**src/rtl/float_to_int_unit_if.sv**
```systemverilog
// Operand/result handshake bundle for the float-to-integer converter.
// Ports: in_valid/in_ready/in_word carry the 16-bit float operand;
//        out_valid/out_ready/out_word/out_sat/out_inexact carry the integer result.
interface float_to_int_unit_if;
    logic        in_valid;
    logic        in_ready;
    logic [15:0] in_word;
    logic        out_valid;
    logic        out_ready;
    logic [15:0] out_word;
    logic        out_sat;
    logic        out_inexact;

    // Producer of operands / consumer of results.
    modport master (
        output in_valid, in_word, out_ready,
        input  in_ready, out_valid, out_word, out_sat, out_inexact
    );

    // The converter itself.
    modport slave (
        input  in_valid, in_word, out_ready,
        output in_ready, out_valid, out_word, out_sat, out_inexact
    );
endinterface

```
**src/rtl/float_to_int_unit.sv**
```systemverilog
// Converts the 16-bit float (s|e[7:0] bias 127|m[6:0]) to a truncated 16-bit signed int.
// Latency: specials resolve on the accept edge; normals take |e-134|+1 further edges.
// Backpressure: in_ready only in IDLE; the result is held in DONE until out_ready.
// Ports: clk, reset (async, active-high), bus (slave side of float_to_int_unit_if).
module float_to_int_unit (
    input  logic               clk,
    input  logic               reset,
    float_to_int_unit_if.slave bus
);

    typedef enum logic [1:0] {IDLE, SHIFT, DONE} state_t;

    state_t      state_q;
    logic [15:0] mag_q;
    logic [2:0]  cnt_q;
    logic        dir_left_q;
    logic        sticky_q;
    logic        sign_q;
    logic [15:0] out_word_q;
    logic        out_sat_q;
    logic        out_inexact_q;
    logic        out_valid_q;

    logic        s_w;
    logic [7:0]  e_w;
    logic [6:0]  m_w;

    assign s_w = bus.in_word[15];
    assign e_w = bus.in_word[14:7];
    assign m_w = bus.in_word[6:0];

    // Decode of the incoming operand: special cases resolve straight to a result.
    logic        special_d;
    logic [15:0] spec_word_d;
    logic        spec_sat_d;
    logic        spec_inexact_d;
    logic [15:0] sat_word_d;
    logic        dir_left_d;
    logic [2:0]  cnt_d;

    always_comb begin
        special_d      = 1'b1;
        spec_word_d    = 16'h0000;
        spec_sat_d     = 1'b0;
        spec_inexact_d = 1'b0;
        sat_word_d     = s_w ? 16'h8000 : 16'h7FFF;
        if (e_w == 8'd0) begin
            // zero and denormals flush to zero, exact
        end else if (e_w < 8'd127) begin
            spec_inexact_d = 1'b1;              // |x| < 1 truncates to zero
        end else if (e_w == 8'd255 && m_w != 7'd0) begin
            spec_sat_d     = 1'b1;              // NaN
        end else if (e_w >= 8'd143) begin
            spec_word_d    = sat_word_d;        // infinity or out of range
            spec_sat_d     = 1'b1;
        end else if (e_w == 8'd142) begin
            // Only -32768 is representable at this exponent.
            if (s_w && m_w == 7'd0) begin
                spec_word_d = 16'h8000;
            end else begin
                spec_word_d = sat_word_d;
                spec_sat_d  = 1'b1;
            end
        end else begin
            special_d      = 1'b0;
        end
    end

    // For e in 127..141 the distance |e-134| is below 8, so it can be taken
    // modulo 8 from the low exponent bits alone (134 mod 8 == 6).
    assign dir_left_d = (e_w > 8'd134);
    assign cnt_d      = dir_left_d ? (e_w[2:0] - 3'd6) : (3'd6 - e_w[2:0]);

    always_ff @(posedge clk or posedge reset) begin
        if (reset) begin
            state_q       <= IDLE;
            mag_q         <= 16'h0000;
            cnt_q         <= 3'd0;
            dir_left_q    <= 1'b0;
            sticky_q      <= 1'b0;
            sign_q        <= 1'b0;
            out_word_q    <= 16'h0000;
            out_sat_q     <= 1'b0;
            out_inexact_q <= 1'b0;
            out_valid_q   <= 1'b0;
        end else begin
            case (state_q)
                IDLE: begin
                    if (bus.in_valid) begin
                        sign_q <= s_w;
                        if (special_d) begin
                            out_word_q    <= spec_word_d;
                            out_sat_q     <= spec_sat_d;
                            out_inexact_q <= spec_inexact_d;
                            out_valid_q   <= 1'b1;
                            state_q       <= DONE;
                        end else begin
                            mag_q      <= {8'h00, 1'b1, m_w};
                            cnt_q      <= cnt_d;
                            dir_left_q <= dir_left_d;
                            sticky_q   <= 1'b0;
                            state_q    <= SHIFT;
                        end
                    end
                end
                SHIFT: begin
                    if (cnt_q != 3'd0) begin
                        if (dir_left_q) begin
                            mag_q <= {mag_q[14:0], 1'b0};
                        end else begin
                            mag_q    <= {1'b0, mag_q[15:1]};
                            sticky_q <= sticky_q | mag_q[0];
                        end
                        cnt_q <= cnt_q - 3'd1;
                    end else begin
                        out_word_q    <= sign_q ? (~mag_q + 16'd1) : mag_q;
                        out_sat_q     <= 1'b0;
                        out_inexact_q <= sticky_q;
                        out_valid_q   <= 1'b1;
                        state_q       <= DONE;
                    end
                end
                DONE: begin
                    if (bus.out_ready) begin
                        out_valid_q <= 1'b0;
                        state_q     <= IDLE;
                    end
                end
                default: state_q <= IDLE;
            endcase
        end
    end

    assign bus.in_ready    = (state_q == IDLE);
    assign bus.out_valid   = out_valid_q;
    assign bus.out_word    = out_word_q;
    assign bus.out_sat     = out_sat_q;
    assign bus.out_inexact = out_inexact_q;

endmodule

```
**src/flat_wrapper.sv**
```systemverilog
// flat-port wrapper written by rule: the top's interface ports become plain ports
module float_to_int_unit_flat 
  (clk, reset, bus_in_valid, bus_in_word, bus_out_ready, bus_in_ready, bus_out_valid, bus_out_word, bus_out_sat, bus_out_inexact);
  float_to_int_unit_if bus_i ();
  input  logic clk;
  input  logic reset;
  input wire logic [$bits(bus_i.in_valid)-1:0] bus_in_valid;
  input wire logic [$bits(bus_i.in_word)-1:0] bus_in_word;
  input wire logic [$bits(bus_i.out_ready)-1:0] bus_out_ready;
  output wire logic [$bits(bus_i.in_ready)-1:0] bus_in_ready;
  output wire logic [$bits(bus_i.out_valid)-1:0] bus_out_valid;
  output wire logic [$bits(bus_i.out_word)-1:0] bus_out_word;
  output wire logic [$bits(bus_i.out_sat)-1:0] bus_out_sat;
  output wire logic [$bits(bus_i.out_inexact)-1:0] bus_out_inexact;
  assign bus_i.in_valid = bus_in_valid;
  assign bus_i.in_word = bus_in_word;
  assign bus_i.out_ready = bus_out_ready;
  assign bus_in_ready = bus_i.in_ready;
  assign bus_out_valid = bus_i.out_valid;
  assign bus_out_word = bus_i.out_word;
  assign bus_out_sat = bus_i.out_sat;
  assign bus_out_inexact = bus_i.out_inexact;
  float_to_int_unit u_core (.clk(clk), .reset(reset), .bus(bus_i));
endmodule
```
**config.mk**
```make
export PLATFORM = sky130hd
export DESIGN_NAME = float_to_int_unit_flat
export DESIGN_NICKNAME = d
export VERILOG_FILES = /design/src/rtl/float_to_int_unit_if.sv /design/src/rtl/float_to_int_unit.sv /design/src/flat_wrapper.sv
export SDC_FILE = /design/constraint.sdc
export NUM_CORES = 1
export LEC_CHECK = 0
export CAP_MARGIN = 10
export CORE_MARGIN = 2
export CORE_UTILIZATION = 54
export DETAILED_ROUTE_END_ITERATION = 8
export HOLD_SLACK_MARGIN = 0.1
export PLACE_DENSITY = 0.82
export SLEW_MARGIN = 5
export SYNTH_ARGS = -nofsm -noshare
export SYNTH_HDL_FRONTEND = slang
export SYNTH_SLANG_ARGS = --single-unit
```
**constraint.sdc**
```tcl
create_clock -name clk -period 2.8 [get_ports clk]
set_clock_uncertainty 0.15 [all_clocks]
set_input_delay 0.84 -clock clk [delete_from_list [all_inputs] [get_ports clk]]
set_output_delay 0.84 -clock clk [all_outputs]
set_load 0.005 [all_outputs]
```
==> results of run 1 <==
[final timing paths]
path                            cells past startpoint                  from                       to  slack [ns]
worst max-delay path                                9        bus_in_word[8]  u_core.bus.out_word[15]        0.15
worst min-delay path                                1  u_core.bus.out_valid     u_core.bus.out_valid        0.35
worst max register to register                      5       u_core.mag_q[1]  u_core.bus.out_word[15]        0.40
worst min register to register                      1  u_core.bus.out_valid     u_core.bus.out_valid        0.35
max in group asynchronous                           3                 reset        u_core.state_q[1]        1.30
min in group asynchronous                           3                 reset   u_core.bus.out_word[7]        0.81
[layout by cell type (no fill, tap or decap), types with 3 or more instances in the layout]
cell	Yosys	routed
dfrtp_1	43	43
clkdlybuf4s50_1	0	38
buf_4	0	24
mux2_2	23	23
nand2_1	20	19
mux2i_1	19	19
o21ai_0	18	18
nor2_1	17	17
inv_1	14	14
a21oi_1	10	9
xnor2_1	8	8
xor2_1	7	7
a2bb2oi_1	7	7
ha_1	6	6
o31ai_1	5	5
clkbuf_8	0	5
nor3_1	4	4
or4_1	4	4
o41ai_1	4	4
and3_1	3	3
nand3_1	3	3
nor2b_1	3	3
nand2b_1	3	3
[flip-flops by register name, indices dropped and copies added, names as in the netlist]
| register | count |
|---|---|
| u_core.bus.out_word | 16 |
| u_core.bus.out_inexact | 1 |
| u_core.sign_q | 1 |
| u_core.cnt_q | 3 |
| u_core.bus.out_valid | 1 |
| u_core.state_q | 2 |
| u_core.bus.out_sat | 1 |
| u_core.dir_left_q | 1 |
| u_core.sticky_q | 1 |
| u_core.mag_q | 16 |
[critical path, delay by kind of cell]
kind / cells / cell delay, ns
and+or+nand+nor: 3 / 0.36
buffers and inverters: 3 / 0.77
AOI/OAI and AO/OA: 1 / 0.20
muxes: 1 / 0.29
adders and majority gates: 1 / 0.23
[metrics by stage]
| step | std cells | util (%) |
|---|---|---|
| 2_1_floorplan | 266 | - |
| 5_1_grt | 392 | 71.0 |
| 4_1_cts | 391 | 70.4 |
| 3_3_place_gp | 383 | 68.4 |
| 3_5_place_dp | 383 | 68.4 |
| 6_report | 392 | 71.0 |
[per-layer routing]
layer	GRT usage, %	share of wire (%)	up-vias
met2	40.6	49	64
li1	-	-	1076
met1	30.5	44	1076
met4	7.54	1.5	0
met3	5.56	4.9	10
met5	0	0	-
[kinds of logic after synthesis]
| logic type | count (synthesis) | share of synthesized area [%] |
|---|---|---|
| simple gates | 72 | 13.9 |
| xor+xnor | 15 | 4.93 |
| buf+inv | 29 | 5.40 |
| flops | 43 | 40.4 |
| compound gates | 58 | 15.1 |
| mux | 43 | 17.4 |
| fa+ha+maj | 6 | 2.82 |
[where the power goes]
part,switching (mW),internal [mW]
combinational,0.359,0.543
clock,0.227,0.174
sequential,0.225,0.804
total,0.811,1.52
[layout make-up]
| type | count | share of cell area, % |
|---|---|---|
| Clock inverter | 3 | 0.593 |
| Multi-Input combinational cell | 194 | 43.2 |
| Timing Repair Buffer | 66 | 18.2 |
| Clock buffer | 5 | 2.04 |
| Tap cell | 67 | 2.48 |
| Inverter | 14 | 1.56 |
| Sequential cell | 43 | 31.9 |
[timing repair]
| item | in CTS | in global routing |
|---|---|---|
| pin swaps | 0 | 4 |
| resized for setup | 1 | 7 |
| endpoints found under the setup margin | 7 | 13 |
| setup buffers | 0 | 1 |
==> metrics.txt, run 1 <==
# TYPE chip_impl_metric gauge
chip_impl_metric{name="max_h_tree_level",unit=""} 2
chip_impl_metric{name="clk-insertion-delay-late",unit="ns"} 0.31
chip_impl_metric{name="finalSetupTns",unit="ns"} 0
chip_impl_metric{name="dp_slack",unit="ns"} -0.337
chip_impl_info{name="root_buffer",value="clkbuf_8"} 1
chip_impl_metric{name="worst_ir_drop_vdd",unit="uV"} 374
chip_impl_metric{name="synth_seq_area_share",unit="%"} 40.4
chip_impl_metric{name="clkTransAtPathRegs",unit="ns"} 0.08
chip_impl_info{name="status",value="finished, final reports clean"} 1
chip_impl_metric{name="globalRouteOverflowTotal",unit=""} 0
chip_impl_metric{name="routed_wl",unit="mm"} 6.03
chip_impl_info{name="clock_tree_from_tritoncts",value="yes"} 1
chip_impl_metric{name="cp_arrival",unit="ns"} 2.69
chip_impl_metric{name="grt_pass1_vias",unit=""} 2153
chip_impl_metric{name="synth_cells",unit=""} 266
chip_impl_metric{name="async_reset_ff_share",unit="%"} 100
chip_impl_metric{name="synth_nets",unit=""} 292
chip_impl_metric{name="fp.coreArea",unit="mm2"} 0.00475
chip_impl_metric{name="cts_hold_buffers",unit=""} 0
chip_impl_info{name="crit_chain",value="clkdlybuf4s50_1, ha_1, o211ai_1, nand3_1, buf_4, nand4_1, nand2_2, buf_6, mux2_4"} 1
chip_impl_info{name="synth_most_common_cell",value="dfrtp_1"} 1
chip_impl_metric{name="power_total",unit="mW"} 2.33
chip_impl_metric{name="boundaryPins",unit=""} 40
chip_impl_metric{name="proportion_of_layout_cells_with_a_drive_suffix_above_1",unit="%"} 21.2
chip_impl_metric{name="yosysWarningCount",unit=""} 0
chip_impl_metric{name="grt_util_all_layers",unit="%"} 23.9
chip_impl_metric{name="drt_drc_violations_left",unit=""} 0
chip_impl_metric{name="wl_per_cell",unit="um"} 15.4
chip_impl_metric{name="seq_area",unit="mm2"} 0.00108
chip_impl_metric{name="design_area",unit="mm2"} 0.00338
chip_impl_metric{name="timing.fmax",unit="GHz"} 0.378
chip_impl_info{name="yosys-top-cells-area",value="dfrtp_1 40%, mux2_2 9.7%, mux2i_1 7.1%"} 1
chip_impl_metric{name="placement.io_buffers",unit=""} 39
chip_impl_info{name="timing_worst_setup_path_type",value="in -> reg"} 1
chip_impl_metric{name="die_height",unit="um"} 74.2
chip_impl_metric{name="routabilityCongestion",unit=""} 0.851
chip_impl_metric{name="grt_first_pass_wirelength",unit="mm"} 10.1
chip_impl_metric{name="filler_cell_count",unit=""} 394
chip_impl_metric{name="final-max-slew-violation-count",unit=""} 0
chip_impl_metric{name="worst_slew_pin_slew",unit="ns"} 0.868
chip_impl_metric{name="grt_max_degree",unit=""} 44
chip_impl_metric{name="layout-area-overhead-vs-synth",unit="%"} 26.8
chip_impl_metric{name="power_per_cell_area",unit="mW/mm2"} 691
chip_impl_info{name="ys_dominant_reg_cell",value="dfrtp_1"} 1
chip_impl_metric{name="netlist_area",unit="mm2"} 0.00266
chip_impl_metric{name="power.static_leakage",unit="nW"} 1.50
chip_impl_info{name="worst_setup_start_kind",value="input port"} 1
chip_impl_metric{name="number_of_antenna_violations_at_the_first_check_in_global_routing",unit=""} 0
chip_impl_metric{name="critPathMaxFanout",unit=""} 6
chip_impl_info{name="cp_slowest_cell",value="clkdlybuf4s50_1"} 1
chip_impl_info{name="synth_commonest_cells",value="43 x dfrtp_1, 23 x mux2_2, 20 x nand2_1"} 1
chip_impl_metric{name="place_hpwl",unit="mm"} 4.31
chip_impl_metric{name="post_dp_cell_area",unit="mm2"} 0.00325
chip_impl_info{name="grt_setup_unrepaired",value="no"} 1
chip_impl_metric{name="layout_min_cycle_time",unit="ns"} 2.65
chip_impl_info{name="type_of_element_capturing_the_critical_path",value="register"} 1
chip_impl_metric{name="synth_largest_type_area_fraction",unit="%"} 40.4
chip_impl_metric{name="fin_worst_hold_slack",unit="ns"} 0.352
chip_impl_metric{name="synth_enable_flop_cells",unit=""} 0
chip_impl_metric{name="std_cell_rows",unit=""} 25
chip_impl_metric{name="start_util",unit="%"} 56.0
chip_impl_metric{name="dieArea",unit="mm2"} 0.00551
chip_impl_metric{name="dieWidth",unit="um"} 74.2
chip_impl_metric{name="final_net_count",unit=""} 350
chip_impl_metric{name="cp_data_required_time",unit="ns"} 2.84
chip_impl_metric{name="period_share",unit="%"} 94.5
chip_impl_metric{name="multi_input_comb_area",unit="mm2"} 0.00146
chip_impl_metric{name="syn_avg_cell_area",unit="um2"} 10.0
chip_impl_info{name="library_cell_with_the_largest_summed_area_after_synthesis",value="dfrtp_1"} 1
chip_impl_metric{name="vias_per_cell",unit=""} 5.68
chip_impl_metric{name="ctsLongestPathBuffers",unit=""} 2
chip_impl_metric{name="drtIter0Drc",unit=""} 171
chip_impl_info{name="hold_path.class",value="reg -> reg"} 1
chip_impl_metric{name="numClockSinks",unit=""} 43
chip_impl_metric{name="dr.pass1.iters",unit=""} 4
chip_impl_metric{name="numCtsBuffers",unit=""} 5
chip_impl_metric{name="detail-route-antenna-nets",unit=""} 0
chip_impl_metric{name="yosys_register_bits",unit=""} 43
chip_impl_metric{name="timing.critical_path.slowest_cell_delay",unit="ns"} 0.45
chip_impl_metric{name="max_cap_violations",unit=""} 0
chip_impl_metric{name="synth_cell_types",unit=""} 49
chip_impl_metric{name="slew_headroom",unit="%"} 42.1
chip_impl_metric{name="final_worst_setup_slack",unit="ns"} 0.155
chip_impl_metric{name="hold_violations",unit=""} 0
chip_impl_metric{name="dr_total_vias",unit=""} 2226
chip_impl_metric{name="setup_viol",unit=""} 0
chip_impl_metric{name="num_antenna_cells",unit=""} 0
No activity file was read; power rests on OpenSTA's default activity.
==> run 2: changes to the inputs <==
--- a/config.mk
+++ b/config.mk
@@ -8,6 +8,7 @@
 export CAP_MARGIN = 10
 export CORE_MARGIN = 2
 export CORE_UTILIZATION = 54
+export CTS_CLUSTER_SIZE = 40
 export DETAILED_ROUTE_END_ITERATION = 8
 export HOLD_SLACK_MARGIN = 0.1
 export PLACE_DENSITY = 0.82
==> results of run 2 <==
Same layout as run 1: the final DEF is identical, and so are final timing and power.
